$ cat src/rtl/calc_job_arbiter.sv
// Round-robin front end sharing one sum-of-multiples engine among N_REQ requesters.
// Sequences the engine start/done handshake, acks each owner and aborts runaway jobs.
module calc_job_arbiter #(
    parameter int N_REQ   = 4,
    parameter int WIDTH   = 32,
    parameter int TIMEOUT = 1000000
) (
    input  logic                   CLOCK_50,
    input  logic                   reset,
    input  logic [N_REQ-1:0]       req,
    input  logic [N_REQ*WIDTH-1:0] req_max,
    output logic [N_REQ-1:0]       ack,
    output logic [WIDTH-1:0]       result,
    output logic                   err,
    output logic                   busy,
    output logic                   calc_start,
    output logic [WIDTH-1:0]       calc_max,
    output logic                   calc_reset,
    input  logic [WIDTH-1:0]       calc_sum,
    input  logic                   calc_done,
    output logic [15:0]            jobs_done
);

    localparam int PTR_W = (N_REQ > 1) ? $clog2(N_REQ) : 1;
    localparam int TW    = $clog2(TIMEOUT);
    localparam logic [PTR_W:0]   NREQ_C  = (PTR_W+1)'(N_REQ);
    localparam logic [PTR_W-1:0] LAST_C  = PTR_W'(N_REQ - 1);
    localparam logic [TW-1:0]    TLIM_C  = TW'(TIMEOUT - 1);
    localparam logic [N_REQ-1:0] ONEHOT0 = N_REQ'(1);

    typedef enum logic [1:0] {
        S_IDLE  = 2'd0,
        S_RUN   = 2'd1,
        S_DRAIN = 2'd2
    } state_t;

    state_t             r_state;
    state_t             w_state_next;
    logic [PTR_W-1:0]   r_rr;
    logic [PTR_W-1:0]   r_owner;
    logic [TW-1:0]      r_timer;
    logic [N_REQ-1:0]   r_ack;
    logic [WIDTH-1:0]   r_result;
    logic               r_err;
    logic               r_busy;
    logic               r_calc_start;
    logic [WIDTH-1:0]   r_calc_max;
    logic               r_calc_reset;
    logic [15:0]        r_jobs_done;
    logic [PTR_W:0]     w_cand;
    logic [PTR_W-1:0]   w_grant_idx;
    logic               w_grant_vld;
    logic               w_timeout;

    // Round-robin search: first set request at or above the pointer, wrapping.
    always_comb begin
        w_grant_vld = 1'b0;
        w_grant_idx = '0;
        w_cand      = '0;
        for (int k = 0; k < N_REQ; k++) begin
            w_cand = {1'b0, r_rr} + (PTR_W+1)'(k);
            if (w_cand >= NREQ_C) begin
                w_cand = w_cand - NREQ_C;
            end else begin
                w_cand = w_cand;
            end
            if (!w_grant_vld && req[w_cand[PTR_W-1:0]]) begin
                w_grant_vld = 1'b1;
                w_grant_idx = w_cand[PTR_W-1:0];
            end else begin
                w_grant_vld = w_grant_vld;
            end
        end
    end

    assign w_timeout = (r_timer == TLIM_C);

    // Next-state logic; done wins over timeout in RUN.
    always_comb begin
        w_state_next = r_state;
        case (r_state)
            S_IDLE:  if (w_grant_vld) w_state_next = S_RUN; else w_state_next = S_IDLE;
            S_RUN:   if (calc_done || w_timeout) w_state_next = S_DRAIN; else w_state_next = S_RUN;
            S_DRAIN: if (!calc_done) w_state_next = S_IDLE; else w_state_next = S_DRAIN;
            default: w_state_next = S_IDLE;
        endcase
    end

    // State register.
    always_ff @(posedge CLOCK_50 or posedge reset) begin
        if (reset) begin
            r_state <= S_IDLE;
        end else begin
            r_state <= w_state_next;
        end
    end

    // Job datapath: grant capture, run timer, completion/abort and ack pulse.
    always_ff @(posedge CLOCK_50 or posedge reset) begin
        if (reset) begin
            r_rr         <= '0;
            r_owner      <= '0;
            r_timer      <= '0;
            r_ack        <= '0;
            r_result     <= '0;
            r_err        <= 1'b0;
            r_busy       <= 1'b0;
            r_calc_start <= 1'b0;
            r_calc_max   <= '0;
            r_calc_reset <= 1'b0;
            r_jobs_done  <= 16'd0;
        end else begin
            r_busy <= (w_state_next != S_IDLE);
            case (r_state)
                S_IDLE: begin
                    if (w_grant_vld) begin
                        r_owner      <= w_grant_idx;
                        r_calc_max   <= req_max[w_grant_idx*WIDTH +: WIDTH];
                        r_calc_start <= 1'b1;
                        r_timer      <= '0;
                        r_rr         <= (w_grant_idx == LAST_C) ? '0 : w_grant_idx + PTR_W'(1);
                    end
                end
                S_RUN: begin
                    if (calc_done) begin
                        r_result     <= calc_sum;
                        r_ack        <= ONEHOT0 << r_owner;
                        r_err        <= 1'b0;
                        r_jobs_done  <= r_jobs_done + 16'd1;
                        r_calc_start <= 1'b0;
                    end else if (w_timeout) begin
                        r_result     <= '0;
                        r_ack        <= ONEHOT0 << r_owner;
                        r_err        <= 1'b1;
                        r_calc_start <= 1'b0;
                        r_calc_reset <= 1'b1;
                    end else begin
                        r_timer <= r_timer + TW'(1);
                    end
                end
                S_DRAIN: begin
                    r_ack        <= '0;
                    r_calc_reset <= 1'b0;
                end
                default: begin
                    r_ack        <= '0;
                    r_calc_reset <= 1'b0;
                    r_calc_start <= 1'b0;
                end
            endcase
        end
    end

    assign ack        = r_ack;
    assign result     = r_result;
    assign err        = r_err;
    assign busy       = r_busy;
    assign calc_start = r_calc_start;
    assign calc_max   = r_calc_max;
    assign calc_reset = r_calc_reset;
    assign jobs_done  = r_jobs_done;

endmodule

$ cat config.mk
export PLATFORM = sky130hd
export DESIGN_NAME = calc_job_arbiter
export DESIGN_NICKNAME = d
export VERILOG_FILES = /design/src/rtl/calc_job_arbiter.sv
export SDC_FILE = /design/constraint.sdc
export NUM_CORES = 1
export LEC_CHECK = 0
export ABC_AREA = 1
export BUFFER_PORTS_ARGS = -buffer_cell sky130_fd_sc_hd__buf_2
export CORE_MARGIN = 2
export CORE_UTILIZATION = 45
export CTS_CLUSTER_DIAMETER = 30
export CTS_CLUSTER_SIZE = 10
export DETAILED_ROUTE_END_ITERATION = 12
export GPL_TIMING_DRIVEN = 0
export PLACE_DENSITY = 0.75
export SLEW_MARGIN = 40
export SYNTH_ARGS = -nofsm -noshare
export SYNTH_HDL_FRONTEND = slang
export SYNTH_SLANG_ARGS = --single-unit
$ cat constraint.sdc
create_clock -name CLOCK_50 -period 5.03 [get_ports CLOCK_50]
set_clock_uncertainty 0.15 [all_clocks]
set_input_delay 0.503 -clock CLOCK_50 [delete_from_list [all_inputs] [get_ports CLOCK_50]]
set_output_delay 0.503 -clock CLOCK_50 [all_outputs]
set_load 0.1 [all_outputs]
== Word-level counts from Yosys, hierarchy flattened ==
Cells that the tools add are included.
W data, S select, Z words.
Operators by class
  mux-type cells: 42
  $lt $le $gt $ge: 8
  bitwise operators: 2
  equality and inequality tests: 9
  divide/modulo/power cells: 0
  $add $sub $neg: 10
  shift-type cells: 2
  reduce and logical (&&, ||, !) cells: 18
  multiply operators: 0
Operator list (count)
  $shiftx A128 B8 Y32: 1
  $mux W32: 2
  $mux W20: 3
  $pmux W20 S2: 1
  $mux W2: 11
  $add A20 B1 Y20 const B: 1
  $eq A20 B20 Y1 const B: 1
  $add A16 B1 Y16 const B: 1
  $mux W1: 15
  $lt A2 B3 Y1 const B: 4
  $ge A3 B3 Y1 const B: 3
  $bmux W1 S2: 4
  $mux W4: 2
  $ne A2 B2 Y1 const B: 4
  $pmux W4 S2: 1
  $reduce_and A2 Y1: 4
  $sub A2 B1 Y2 const B: 4
  $add A2 B2 Y3 const B: 2
  $pmux W2 S3: 1
  $reduce_and A3 Y1: 2
  $reduce_bool A2 Y1: 3
  $eq A2 B2 Y1 const B: 2
  $reduce_and A4 Y1: 1
  $shl A1 B2 Y4 const A: 1
  12 further kinds: 17
Storage, ports and cells
  memory bits (read-only): 0
  memories kept: 0
  bits in latches: 0
  output and inout bits: 88
  logic and storage cells: 103
  register bits after elaboration: 114
  input port bits: 167
  memory bits (writable): 0

== Depth between registers and ports, before layout ==
  word-level depth: 17
  mapped depth: 15
  gate-level depth less buffers: 14

== Worst setup path after synthesis ==
No wires, ideal clock.
  path type: register -> register
  start: register r_jobs_done[0] (netlist: jobs_done[0])
  end: register r_jobs_done[14] (netlist: jobs_done[14])
  stages on the path, launching flop included: 9
  data required time: 4.718 ns
  path slack: 2.519 ns
  library setup time: 0.162 ns
  clock period less this slack: 2.511 ns
  buffers on the path: 0
  arrival time: 2.199 ns
  path through: dfrtp_1 ha_1 nand3_1 nor2_2 nand4_1 nor2_1 inv_1 nor4_1 xor2_1
Between the ends
  longest elaborated chain between the ends: 1
Ends and longest elaborated chain
  from (decl): RTL line 49  | logic [15:0] r_jobs_done;
  from (signal assigned): RTL line 129  | r_jobs_done <= r_jobs_done + 16'd1;
  $add A16 B1 Y16: RTL line 129
No other way between the ends.
A chain may end at the register's enable or synchronous reset.

== Worst setup path after layout ==
  start: register r_timer[0]
  end: register r_timer[15]
Between the ends
  longest elaborated chain between the ends: 4
  elaborated cells on any way between the ends: 7
  classes of those cells: add/sub: 1; eq/ne: 2; mux: 3; reduce/logical: 1
Ends and longest elaborated chain
  from (decl): RTL line 41  | logic [TW-1:0] r_timer;
  from (signal assigned): RTL line 138  | r_timer <= r_timer + TW'(1);
  $add A20 B1 Y20: RTL line 138
  $mux W20: RTL line 131  | end else if (w_timeout) begin
  $mux W20: RTL line 125  | if (calc_done) begin
  $pmux W20 S2: RTL line 114  | case (r_state)
Several ways; a longest one is shown, not always the timed one. The select of a mux whose other input is x is not followed.

==> results.json <==
{
  "cts_tree": "done",
  "setup_viol": 0,
  "synth.area.top_cells": "dfrtp_1 (45%), nand2_1 (20%), nand3_1 (7.4%), inv_1 (4.9%), a22o_1 (4.4%)",
  "io_buffer_count": 254,
  "die_h_um": 123,
  "wire_per_inst_um": 14.5,
  "place_ws_ps": 2460,
  "max_freq_mhz": 368,
  "cts_resized": 0,
  "grt_pass1_wl_um": 30100,
  "holdCritPathClass": "in2reg",
  "layout_commonest_cell": "nand2_1",
  "required_ps": 5170,
  "num_antenna_cells": 0,
  "clk_latency_ps": 420,
  "grt_overflow_total": 0,
  "hold_viol": 0,
  "num_vias": 6561,
  "drt.antenna.violating_nets": 0,
  "yosysSeqAreaShare": 0.451,
  "cp_max_fo": 10,
  "path_clk_slew_ps": 60,
  "first_pass_iters": 5,
  "slew_headroom": 0.637,
  "via_per_inst": 4.99,
  "core_sq_um": 13800,
  "antenna_found_initial": 1,
  "synth_top_area_share": 0.451,
  "timing.final.ws_setup_ps": 2320,
  "grt_usage": 0.258,
  "rsz0062_at_grt": "no",
  "path_class": "reg2reg",
  "syn_area_sq_um": 6330,
  "place_area_sq_um": 7860,
  "holdWs_ps": 156,
  "period_share": 0.540,
  "yosysWarnings": 0,
  "synth_nets": 1015,
  "grt_pass1_vias": 6189,
  "cts_htree_levels": 4,
  "startpoint_type": "flop",
  "yosysTopAreaCell": "dfrtp_1",
  "cts_buffers": 17,
  "grt_max_degree": 65,
  "reg2reg_depth": 9,
  "synth_seq_cells": 114,
  "area_delta_synth_final_pct": 33.7,
  "worst_pin_slew_ps": 544,
  "drive_gt1_frac": 0.296,
  "cts.sinks": 114,
  "period_minus_slack_ps": 2710,
  "start_util": 0.458,
  "place_congestion": 0.878,
  "synth.avg_cell_area_sq_um": 7.48,
  "dieArea_sq_um": 15000,
  "postCtsSetupRepairBufs": 0,
  "drt_iter0_markers": 422,
  "rows": 43,
  "drc": 0,
  "die_x_um": 123,
  "end_kind": "flop",
  "fin_area_sq_um": 8470,
  "layout_common_cells": "nand2_1 (338), buf_2 (269), dfrtp_1 (114)",
  "dp_hpwl_um": 14100,
  "cts_max_path_buffers": 2,
  "drv_slew": 0,
  "nets": 1290,
  "wl_um": 19100,
  "cap_viol_max_count": 0,
  "arrival_ps": 2850,
  "holdPathStages": 2,
  "cts-root-buf": "clkbuf_16",
  "run_status": "completed",
  "ys_types": 36,
  "syn_inst": 846,
  "ioPinCount": 255
}
## kinds of logic after synthesis
group | count (synthesis) | synth area share
and+or+nand+nor | 521 | 0.357
AOI/OAI and AO/OA | 61 | 0.0696
DFF | 114 | 0.451
adders and majority gates | 2 | 0.00395
buffers and inverters | 123 | 0.0846
xor gates and xnor gates | 25 | 0.0346
## synth_stat cells (all sizes together)
library cell	instances
a21oi	8
a22o	32
buf	32
clkbuf	3
clkinv	1
dfrtp	114
ha	2
inv	87
nand2	347
nand3	95
nand3b	10
nand4	11
nor2	35
nor3	10
nor3b	1
nor4	5
nor4b	1
o211ai	1
o21a	1
o21ai	15
o31ai	4
or2	6
xnor2	8
xor2	17
## routing by layer
metal / vias to the layer above / track usage / share of wire
li1: 3247 / - / -
met1: 3036 / 0.317 / 0.42
met2: 256 / 0.448 / 0.51
met3: 20 / 0.0692 / 0.065
met4: 2 / 0.0654 / 0.012
met5: - / 0 / 0.00068
## metrics by stage
stage	util	TNS [ps]	cells
after detailed placement	0.569	0	1281
after global routing	0.612	0	1314
after global placement	0.566	-348	1280
final	0.612	0	1314
after CTS	0.612	0	1314
after floorplan	-	0	846
## flip-flops by register name, indices dropped and copies added (netlist names)
register,count
err,1
r_rr,2
r_timer,20
busy,1
calc_reset,1
calc_start,1
jobs_done,16
r_state,2
calc_max,32
result,32
r_owner,2
ack,4
## layout make-up
type	count	area, sq um
clock buffers	18	439
inverters	88	340
flip-flops and latches	114	2850
plain buffers	35	203
well taps	180	225
clock inverters	14	154
multi-input cells	609	2940
fillers	1297	5360
repair buffers	256	1310
## worst max-delay path, cell delays in order (launching register included)
cell and delay (ps):
dfrtp_1 450, ha_1 320, nand3_1 200, nor4_1 400
nand3_1 220, nand3_1 200, nand2_2 150, clkbuf_1 280
nand3_1 120, o21ai_0 90
## repair_timing
action,in CTS,in global routing
setup endpoints to repair,0,0
endpoints found under the hold margin,50,0
hold buffers,1,0
## path summary, 6_finish.rpt
| path | startpoint | end | slack, ps |
|---|---|---|---|
| worst max-delay path | r_timer[0] | r_timer[15] | 2320 |
| worst min-delay path | calc_sum[25] | result[25] | 160 |
| worst max register to register | r_timer[0] | r_timer[15] | 2320 |
| worst min register to register | jobs_done[15] | jobs_done[15] | 320 |
| max in group asynchronous | reset | r_timer[18] | 3590 |
| min in group asynchronous | reset | result[20] | 520 |
Power is not shown: default switching activity piles up to over one toggle a cycle in this logic, so the estimate is an artifact.
